`config.mk`:
```
export PLATFORM = sky130hd
export DESIGN_NAME = pll_mgmt_responder
export DESIGN_NICKNAME = d
export VERILOG_FILES = /design/src/rtl/pll_mgmt_pkg.sv /design/src/rtl/pll_mgmt_timer.sv /design/src/rtl/pll_mgmt_responder.sv
export SDC_FILE = /design/constraint.sdc
export NUM_CORES = 1
export LEC_CHECK = 0
export ABC_AREA = 1
export BUFFER_PORTS_ARGS = -buffer_cell sky130_fd_sc_hd__buf_4
export CORE_MARGIN = 2
export CORE_UTILIZATION = 55
export CTS_CLUSTER_SIZE = 14
export DETAILED_ROUTE_END_ITERATION = 8
export PLACE_DENSITY_LB_ADDON = 0.1
export SLEW_MARGIN = 20
export SYNTH_ARGS = -nofsm -noshare
export SYNTH_HDL_FRONTEND = slang
export SYNTH_SLANG_ARGS = --single-unit
```
`constraint.sdc`:
```
create_clock -name mgmt_clk -period 2.4 [get_ports mgmt_clk]
set_clock_uncertainty 0.15 [all_clocks]
set_input_delay 0.72 -clock mgmt_clk [delete_from_list [all_inputs] [get_ports mgmt_clk]]
set_output_delay 0.72 -clock mgmt_clk [all_outputs]
set_load 0.02 [all_outputs]
```
`src/rtl/pll_mgmt_pkg.sv`:
```
// pll_mgmt_pkg
//   Shared definitions for the PLL reconfiguration management responder:
//   register addresses, FSM state encoding, counter-word layout and the
//   C0 divide decoder.
package pll_mgmt_pkg;

    localparam logic [5:0] ADDR_MODE   = 6'd0;
    localparam logic [5:0] ADDR_STATUS = 6'd1;
    localparam logic [5:0] ADDR_START  = 6'd2;
    localparam logic [5:0] ADDR_N      = 6'd3;
    localparam logic [5:0] ADDR_M      = 6'd4;
    localparam logic [5:0] ADDR_C0     = 6'd5;
    localparam logic [5:0] ADDR_MFRAC  = 6'd7;

    // Width of the busy/relock down-counter.
    localparam int CNT_W = 16;

    typedef enum logic [2:0] {
        IDLE,
        RD,
        BUSY,
        APPLY,
        RELOCK
    } state_t;

    // Layout of an Altera-style counter word.
    typedef struct packed {
        logic [13:0] rsvd;
        logic        odd;
        logic        bypass;
        logic [7:0]  hi;
        logic [7:0]  lo;
    } cnt_word_t;

    // Effective divide ratio: bypass gives 1, otherwise high+low count.
    // The sum is kept at 9 bits so 255+255 does not wrap.
    function automatic logic [8:0] cnt_div(input cnt_word_t w);
        if (w.bypass) begin
            return 9'd1;
        end
        return {1'b0, w.hi} + {1'b0, w.lo};
    endfunction

endpackage

```
`src/rtl/pll_mgmt_timer.sv`:
```
// pll_mgmt_timer
//   Loadable down-counter with a zero flag. Loading wins over counting;
//   the count stops at zero.
// Ports:
//   clk, rst_n  clock and asynchronous active-low reset
//   load        load load_val this cycle
//   load_val    value to load
//   zero        counter currently at zero
module pll_mgmt_timer #(
    parameter int W = 16
) (
    input  logic         clk,
    input  logic         rst_n,
    input  logic         load,
    input  logic [W-1:0] load_val,
    output logic         zero
);

    logic [W-1:0] cnt_q, cnt_d;

    always_comb begin
        // NOTE: assigning a default before any branch keeps always_comb free of inferred latches.
        cnt_d = cnt_q;
        if (load) begin
            cnt_d = load_val;
        end else if (cnt_q != '0) begin
            cnt_d = cnt_q - 1'b1;
        end
    end

    // NOTE: flops take non-blocking assignments so every register samples pre-edge values.
    always_ff @(posedge clk or negedge rst_n) begin
        if (!rst_n) begin
            cnt_q <= '0;
        end else begin
            cnt_q <= cnt_d;
        end
    end

    assign zero = (cnt_q == '0);

endmodule

```
`src/rtl/pll_mgmt_responder.sv`:
```
// pll_mgmt_responder
//   Avalon-MM responder standing in for the PLL reconfiguration management
//   port. Holds shadow N/M/C0/M-frac words, copies them to the active set
//   after a BUSY_CYCLES window, then drops locked for LOCK_CYCLES.
//   Optional build macro: PLL_MGMT_READBACK_EN makes addresses 3/4/5/7
//   read back the shadow words (otherwise they read 0).
// Ports:
//   mgmt_clk, mgmt_reset_n        clock, asynchronous active-low reset
//   mgmt_write/read/address/writedata   Avalon-MM request
//   mgmt_readdata, mgmt_waitrequest     Avalon-MM response
//   act_n/m/c0/mfrac              active counter words
//   c0_div                        decoded C0 divide (registered from act_c0)
//   cfg_applied                   one-cycle pulse as active words update
//   locked                        lock indication
module pll_mgmt_responder
    import pll_mgmt_pkg::*;
#(
    parameter int BUSY_CYCLES = 64,
    parameter int LOCK_CYCLES = 32
) (
    input  logic        mgmt_clk,
    input  logic        mgmt_reset_n,
    input  logic        mgmt_write,
    input  logic        mgmt_read,
    input  logic [5:0]  mgmt_address,
    input  logic [31:0] mgmt_writedata,
    output logic [31:0] mgmt_readdata,
    output logic        mgmt_waitrequest,
    output logic [31:0] act_n,
    output logic [31:0] act_m,
    output logic [31:0] act_c0,
    output logic [31:0] act_mfrac,
    output logic [8:0]  c0_div,
    output logic        cfg_applied,
    output logic        locked
);

    state_t      state_q, state_d;
    logic        mode_q, mode_d;
    logic        done_q, done_d;
    logic        rd_ack_q, rd_ack_d;
    logic        locked_q, locked_d;
    logic        cfg_applied_q, cfg_applied_d;
    logic [8:0]  c0_div_q, c0_div_d;
    logic [31:0] readdata_q, readdata_d;
    logic [31:0] sh_n_q, sh_m_q, sh_c0_q, sh_mfrac_q;
    logic [31:0] sh_n_d, sh_m_d, sh_c0_d, sh_mfrac_d;
    logic [31:0] act_n_q, act_m_q, act_c0_q, act_mfrac_q;
    logic [31:0] act_n_d, act_m_d, act_c0_d, act_mfrac_d;

    logic        in_busy, wait_req, wr_en, start_en, rd_capture, timer_zero;
    logic        timer_load;
    logic [CNT_W-1:0] timer_val;
    logic [31:0] rd_word;

    assign in_busy = (state_q == BUSY) || (state_q == APPLY) || (state_q == RELOCK);

    // ---------------- FSM: state register ----------------
    always_ff @(posedge mgmt_clk or negedge mgmt_reset_n) begin
        if (!mgmt_reset_n) begin
            state_q <= IDLE;
        end else begin
            state_q <= state_d;
        end
    end

    // ---------------- FSM: next state ----------------
    always_comb begin
        state_d = state_q;
        case (state_q)
            IDLE:    if (start_en) state_d = BUSY;
                     else if (rd_capture) state_d = RD;
            RD:      state_d = start_en ? BUSY : IDLE;
            BUSY:    if (timer_zero) state_d = APPLY;
            APPLY:   state_d = RELOCK;
            RELOCK:  if (timer_zero) state_d = IDLE;
            default: state_d = IDLE;
        endcase
    end

    // ---------------- FSM: outputs ----------------
    // Waitrequest mode stalls everything while busy. Otherwise a write never
    // waits, and a read waits one cycle while its data is registered. In IDLE
    // the RD state is that second cycle; while busy (polling) rd_ack_q is.
    always_comb begin
        wait_req   = 1'b0;
        rd_capture = 1'b0;
        if (in_busy && !mode_q) begin
            wait_req = mgmt_write || mgmt_read;
        end else if (state_q != RD) begin
            wait_req   = mgmt_read && !mgmt_write && !rd_ack_q;
            rd_capture = wait_req;
        end
    end

    assign wr_en      = mgmt_write && !wait_req;
    // A start write is only honoured when no reconfiguration is in flight.
    assign start_en   = wr_en && (mgmt_address == ADDR_START) && !in_busy;
    assign timer_load = start_en || (state_q == APPLY);
    assign timer_val  = (state_q == APPLY) ? CNT_W'(LOCK_CYCLES - 1)
                                           : CNT_W'(BUSY_CYCLES - 1);

    pll_mgmt_timer #(.W(CNT_W)) u_timer (
        .clk      (mgmt_clk),
        .rst_n    (mgmt_reset_n),
        .load     (timer_load),
        .load_val (timer_val),
        .zero     (timer_zero)
    );

    // ---------------- read mux ----------------
    always_comb begin
        rd_word = '0;
        case (mgmt_address)
            ADDR_MODE:   rd_word = {31'd0, mode_q};
            ADDR_STATUS: rd_word = {31'd0, done_q};
`ifdef PLL_MGMT_READBACK_EN
            ADDR_N:      rd_word = sh_n_q;
            ADDR_M:      rd_word = sh_m_q;
            ADDR_C0:     rd_word = sh_c0_q;
            ADDR_MFRAC:  rd_word = sh_mfrac_q;
`endif
            default:     rd_word = '0;
        endcase
    end

    // ---------------- datapath next values ----------------
    always_comb begin
        mode_d        = mode_q;
        done_d        = done_q;
        locked_d      = locked_q;
        readdata_d    = readdata_q;
        sh_n_d        = sh_n_q;
        sh_m_d        = sh_m_q;
        sh_c0_d       = sh_c0_q;
        sh_mfrac_d    = sh_mfrac_q;
        act_n_d       = act_n_q;
        act_m_d       = act_m_q;
        act_c0_d      = act_c0_q;
        act_mfrac_d   = act_mfrac_q;
        rd_ack_d      = rd_capture && in_busy;
        cfg_applied_d = (state_q == APPLY);
        c0_div_d      = cnt_div(cnt_word_t'(act_c0_q));

        if (rd_capture) readdata_d = rd_word;

        if (wr_en) begin
            case (mgmt_address)
                ADDR_MODE:  mode_d     = mgmt_writedata[0];
                ADDR_N:     sh_n_d     = mgmt_writedata;
                ADDR_M:     sh_m_d     = mgmt_writedata;
                ADDR_C0:    sh_c0_d    = mgmt_writedata;
                ADDR_MFRAC: sh_mfrac_d = mgmt_writedata;
                default:    ;
            endcase
        end
        if (start_en) done_d = 1'b0;

        if (state_q == APPLY) begin
            act_n_d     = sh_n_q;
            act_m_d     = sh_m_q;
            act_c0_d    = sh_c0_q;
            act_mfrac_d = sh_mfrac_q;
            locked_d    = 1'b0;
        end
        if ((state_q == RELOCK) && timer_zero) begin
            locked_d = 1'b1;
            done_d   = 1'b1;
        end
    end

    always_ff @(posedge mgmt_clk or negedge mgmt_reset_n) begin
        if (!mgmt_reset_n) begin
            mode_q        <= 1'b0;
            done_q        <= 1'b1;
            rd_ack_q      <= 1'b0;
            locked_q      <= 1'b1;
            cfg_applied_q <= 1'b0;
            c0_div_q      <= '0;
            readdata_q    <= '0;
            sh_n_q        <= '0;
            sh_m_q        <= '0;
            sh_c0_q       <= '0;
            sh_mfrac_q    <= '0;
            act_n_q       <= '0;
            act_m_q       <= '0;
            act_c0_q      <= '0;
            act_mfrac_q   <= '0;
        end else begin
            mode_q        <= mode_d;
            done_q        <= done_d;
            rd_ack_q      <= rd_ack_d;
            locked_q      <= locked_d;
            cfg_applied_q <= cfg_applied_d;
            c0_div_q      <= c0_div_d;
            readdata_q    <= readdata_d;
            sh_n_q        <= sh_n_d;
            sh_m_q        <= sh_m_d;
            sh_c0_q       <= sh_c0_d;
            sh_mfrac_q    <= sh_mfrac_d;
            act_n_q       <= act_n_d;
            act_m_q       <= act_m_d;
            act_c0_q      <= act_c0_d;
            act_mfrac_q   <= act_mfrac_d;
        end
    end

    assign mgmt_readdata    = readdata_q;
    assign mgmt_waitrequest = wait_req;
    assign act_n            = act_n_q;
    assign act_m            = act_m_q;
    assign act_c0           = act_c0_q;
    assign act_mfrac        = act_mfrac_q;
    assign c0_div           = c0_div_q;
    assign cfg_applied      = cfg_applied_q;
    assign locked           = locked_q;

endmodule

```
==> reports/qor.yml <==
status: "finished, violations left"
violations: "negative setup slack"
clockBufferDepth: 3
yosys-top-cells-area: "dfrtp_1, nand2_1, o21ai_1"
synth_top_area_frac: 0.6145
syn_inst: 1290
p_per_area_nw_per_um2: 696.6
min_path_type: "reg -> reg"
crit_type: "reg -> out"
dp_cells: 1719
multi_input_area_um2: 3844
leakage_uw: 0.008147
fp-row-count: 53
syn-cell-area_um2: 11730
root_buffer: "clkbuf_16"
htreeDepth: 1
startpoint: "state_q[2]"
ys_async_sr_fraction: 1.000
cts_tree: "yes"
die_w_um: 150.0
wl_per_cell_um: 15.09
clkLatencyLatePin_ns: 0.55
syn_to_final_growth_pct: 24.56
layout_setup_ws_ns: -0.1144
finalSetupTns_ns: -0.1144
grt_pass1_wl_mm: 44.17
path_max_fanout: 4
yosysMostFrequentCell: "nand2_1"
drt_first_pass_iters: 5
seq_area_um2: 7263
synth_common_cells: "nand2_1, dfrtp_1, o21ai_1"
synth_seq_area_share: 0.6190
synth_seq_cells: 290
r2r_cells: 14
drc: 0
antenna_found_initial: 0
ant_nets: 0
synth.avg_cell_area_um2: 9.091
yosysUniqueCellTypes: 38
synth_ff_type: "dfrtp_1"
fp.coreArea_um2: 20960
gp_congestion: 0.8363
nets: 1535
cts_buffers: 30
endpoint_kind: "output pin"
setup_viol: 1
relSlewSlack: 0.5491
dieArea_um2: 22510
max_freq_mhz: 397.7
crit_path_end: "mgmt_waitrequest"
fin_crit_ns: 2.514
rr_endpoint: "sh_n_q[4]"
routed_wl_mm: 26.87
track_usage: 0.2452
hold_viol_final: 0
cp-start-kind: "register"
peakVddDrop_uv: 572.3
required_ns: 1.53
fp.dieH_um: 150.0
io_buffers: 182
cap_violations: 0
grt_pass1_vias: 8635
vias: 8961
synth_edf_count: 0
io_pins: 214
yosysTopAreaCell: "dfrtp_1"
drt_iter0_drc: 484
nFillCells: 1692
start_util: 0.5596
drv_slew: 0
yosys_warnings: 0
grt_max_degree: 133
worstPathArrival_ns: 1.64
reg2reg_from: "state_q[2]"
n_antenna_cell: 0
hpwl_mm: 17.24
path_clk_slew_ns: 0.06
grt_overflow: 0
fin_crit_sh: 1.048
vias_per_cell: 5.031
rsz0062_at_grt: "yes"
rrSetupSlack_ns: 0.13
layout.cells.non_filler: 1781
tightest_slew_ns: 0.6763
final_layout_size_suffix_gt1_frac: 0.1979
clock_sinks: 290
==> area by class of cell <==
type / instances / share of cell area
clock inverter: 13 / 0.01567
inverter: 78 / 0.02021
tap: 275 / 0.02355
timing repair buffer: 215 / 0.1223
multi-input combinational: 868 / 0.2631
clock buffer: 42 / 0.05790
sequential: 290 / 0.4972
==> logic make-up (layout without fill, tap and decap cells) <==
group	Yosys count	after routing	synth area share
AND/OR/NAND/NOR	656	656	0.2213
flip-flops	290	290	0.6190
AO/OA/AOI/OAI	161	161	0.07362
other	1	31	0.0003198
adder cells (fa/ha/maj)	10	10	0.01131
XOR/XNOR	10	10	0.007469
buffers and inverters	162	348	0.06700
==> what timing repair did <==
action | in CTS | in global routing
endpoints found under the setup margin | 1 | 1
setup buffers | 5 | 1
hold buffers | 1 | 0
pin swaps | 2 | 1
endpoints found under the hold margin | 41 | 0
resized for setup | 13 | 0
==> cells in the final DEF (no fill, tap or decap), drive strengths merged <==
| cell type | Yosys | layout |
|---|---|---|
| a21boi | 1 | 1 |
| nor2 | 42 | 42 |
| clkinvlp | 0 | 1 |
| xor2 | 9 | 9 |
| clkinv | 1 | 6 |
| bufinv | 0 | 6 |
| nand4 | 8 | 8 |
| or2 | 2 | 2 |
| inv | 77 | 78 |
| nand2 | 569 | 569 |
| o22ai | 1 | 1 |
| conb | 1 | 31 |
| o21a | 1 | 1 |
| dlygate4sd3 | 0 | 1 |
| o211ai | 1 | 1 |
| clkbuf | 32 | 42 |
| ha | 9 | 9 |
| nor3b | 1 | 1 |
| a21oi | 14 | 14 |
| dfstp | 2 | 2 |
| a31oi | 1 | 1 |
| nand3 | 21 | 21 |
| buf | 52 | 214 |
| fa | 1 | 1 |
| dfrtp | 288 | 288 |
| nor4 | 1 | 1 |
| o21ai | 141 | 141 |
| nor3 | 12 | 12 |
| xnor2 | 1 | 1 |
| o31ai | 1 | 1 |
==> per-layer routing <==
metal | track usage | up-vias | share of wire
li1 | - | 4352 | -
met1 | 0.3476 | 4283 | 0.44
met2 | 0.3877 | 266 | 0.47
met3 | 0.04451 | 60 | 0.061
met4 | 0.07830 | 0 | 0.030
met5 | 0 | - | 0
==> worst min path at each step <==
| stage | start | end | slack, ns | cells past startpoint |
|---|---|---|---|---|
| after floorplan | mgmt_reset_n | act_c0[0] | 0.27 | 0 |
| after CTS | mgmt_writedata[22] | sh_c0_q[22] | 0.30 | 3 |
| after detailed placement | sh_m_q[6] | act_m[6] | 0.30 | 2 |
| after global routing | mgmt_writedata[25] | sh_c0_q[25] | 0.32 | 3 |
| final | sh_c0_q[14] | act_c0[14] | 0.32 | 2 |
| after global placement | sh_m_q[8] | act_m[8] | 0.30 | 2 |
==> power breakdown <==
part	internal [uW]	switching [uW]
clock network	3100	1880
logic	79.0	215
registers	4900	4.21
==> per-stage QoR <==
step	util	instance area [um2]	power (uW)	setup slack, ns	hold slack [ns]
5_1_grt	0.6971	14610	10490	-0.1595	0.3216
3_5_place_dp	0.6415	13440	5288	0.02831	0.3035
6_report	0.6971	14610	10180	-0.1144	0.3180
4_1_cts	0.6967	14600	10260	-0.09127	0.3027
2_1_floorplan	-	11840	5118	0.05257	0.2744
3_3_place_gp	0.6415	13440	5286	0.05338	0.2990
==> critical path, cell delays in order (launching register included) <==
cell,delay [ns]
dfrtp_2,0.45
inv_2,0.10
nand3_2,0.08
inv_2,0.09
nor2_4,0.05
a21oi_4,0.12
nor2_1,0.06
buf_4,0.15
==> state kept, by name, summed over array words and instances, names as in the netlist <==
signal         count
mgmt_readdata      1
sh_mfrac_q        32
state_q            3
mode_q             1
sh_m_q            32
sh_c0_q           32
c0_div             9
act_mfrac         32
sh_n_q            32
done_q             1
act_c0            32
locked             1
act_n             32
act_m             32
rd_ack_q           1
cfg_applied        1
u_timer.cnt_q     16
Note: power is estimated with default switching activity, not from simulation.
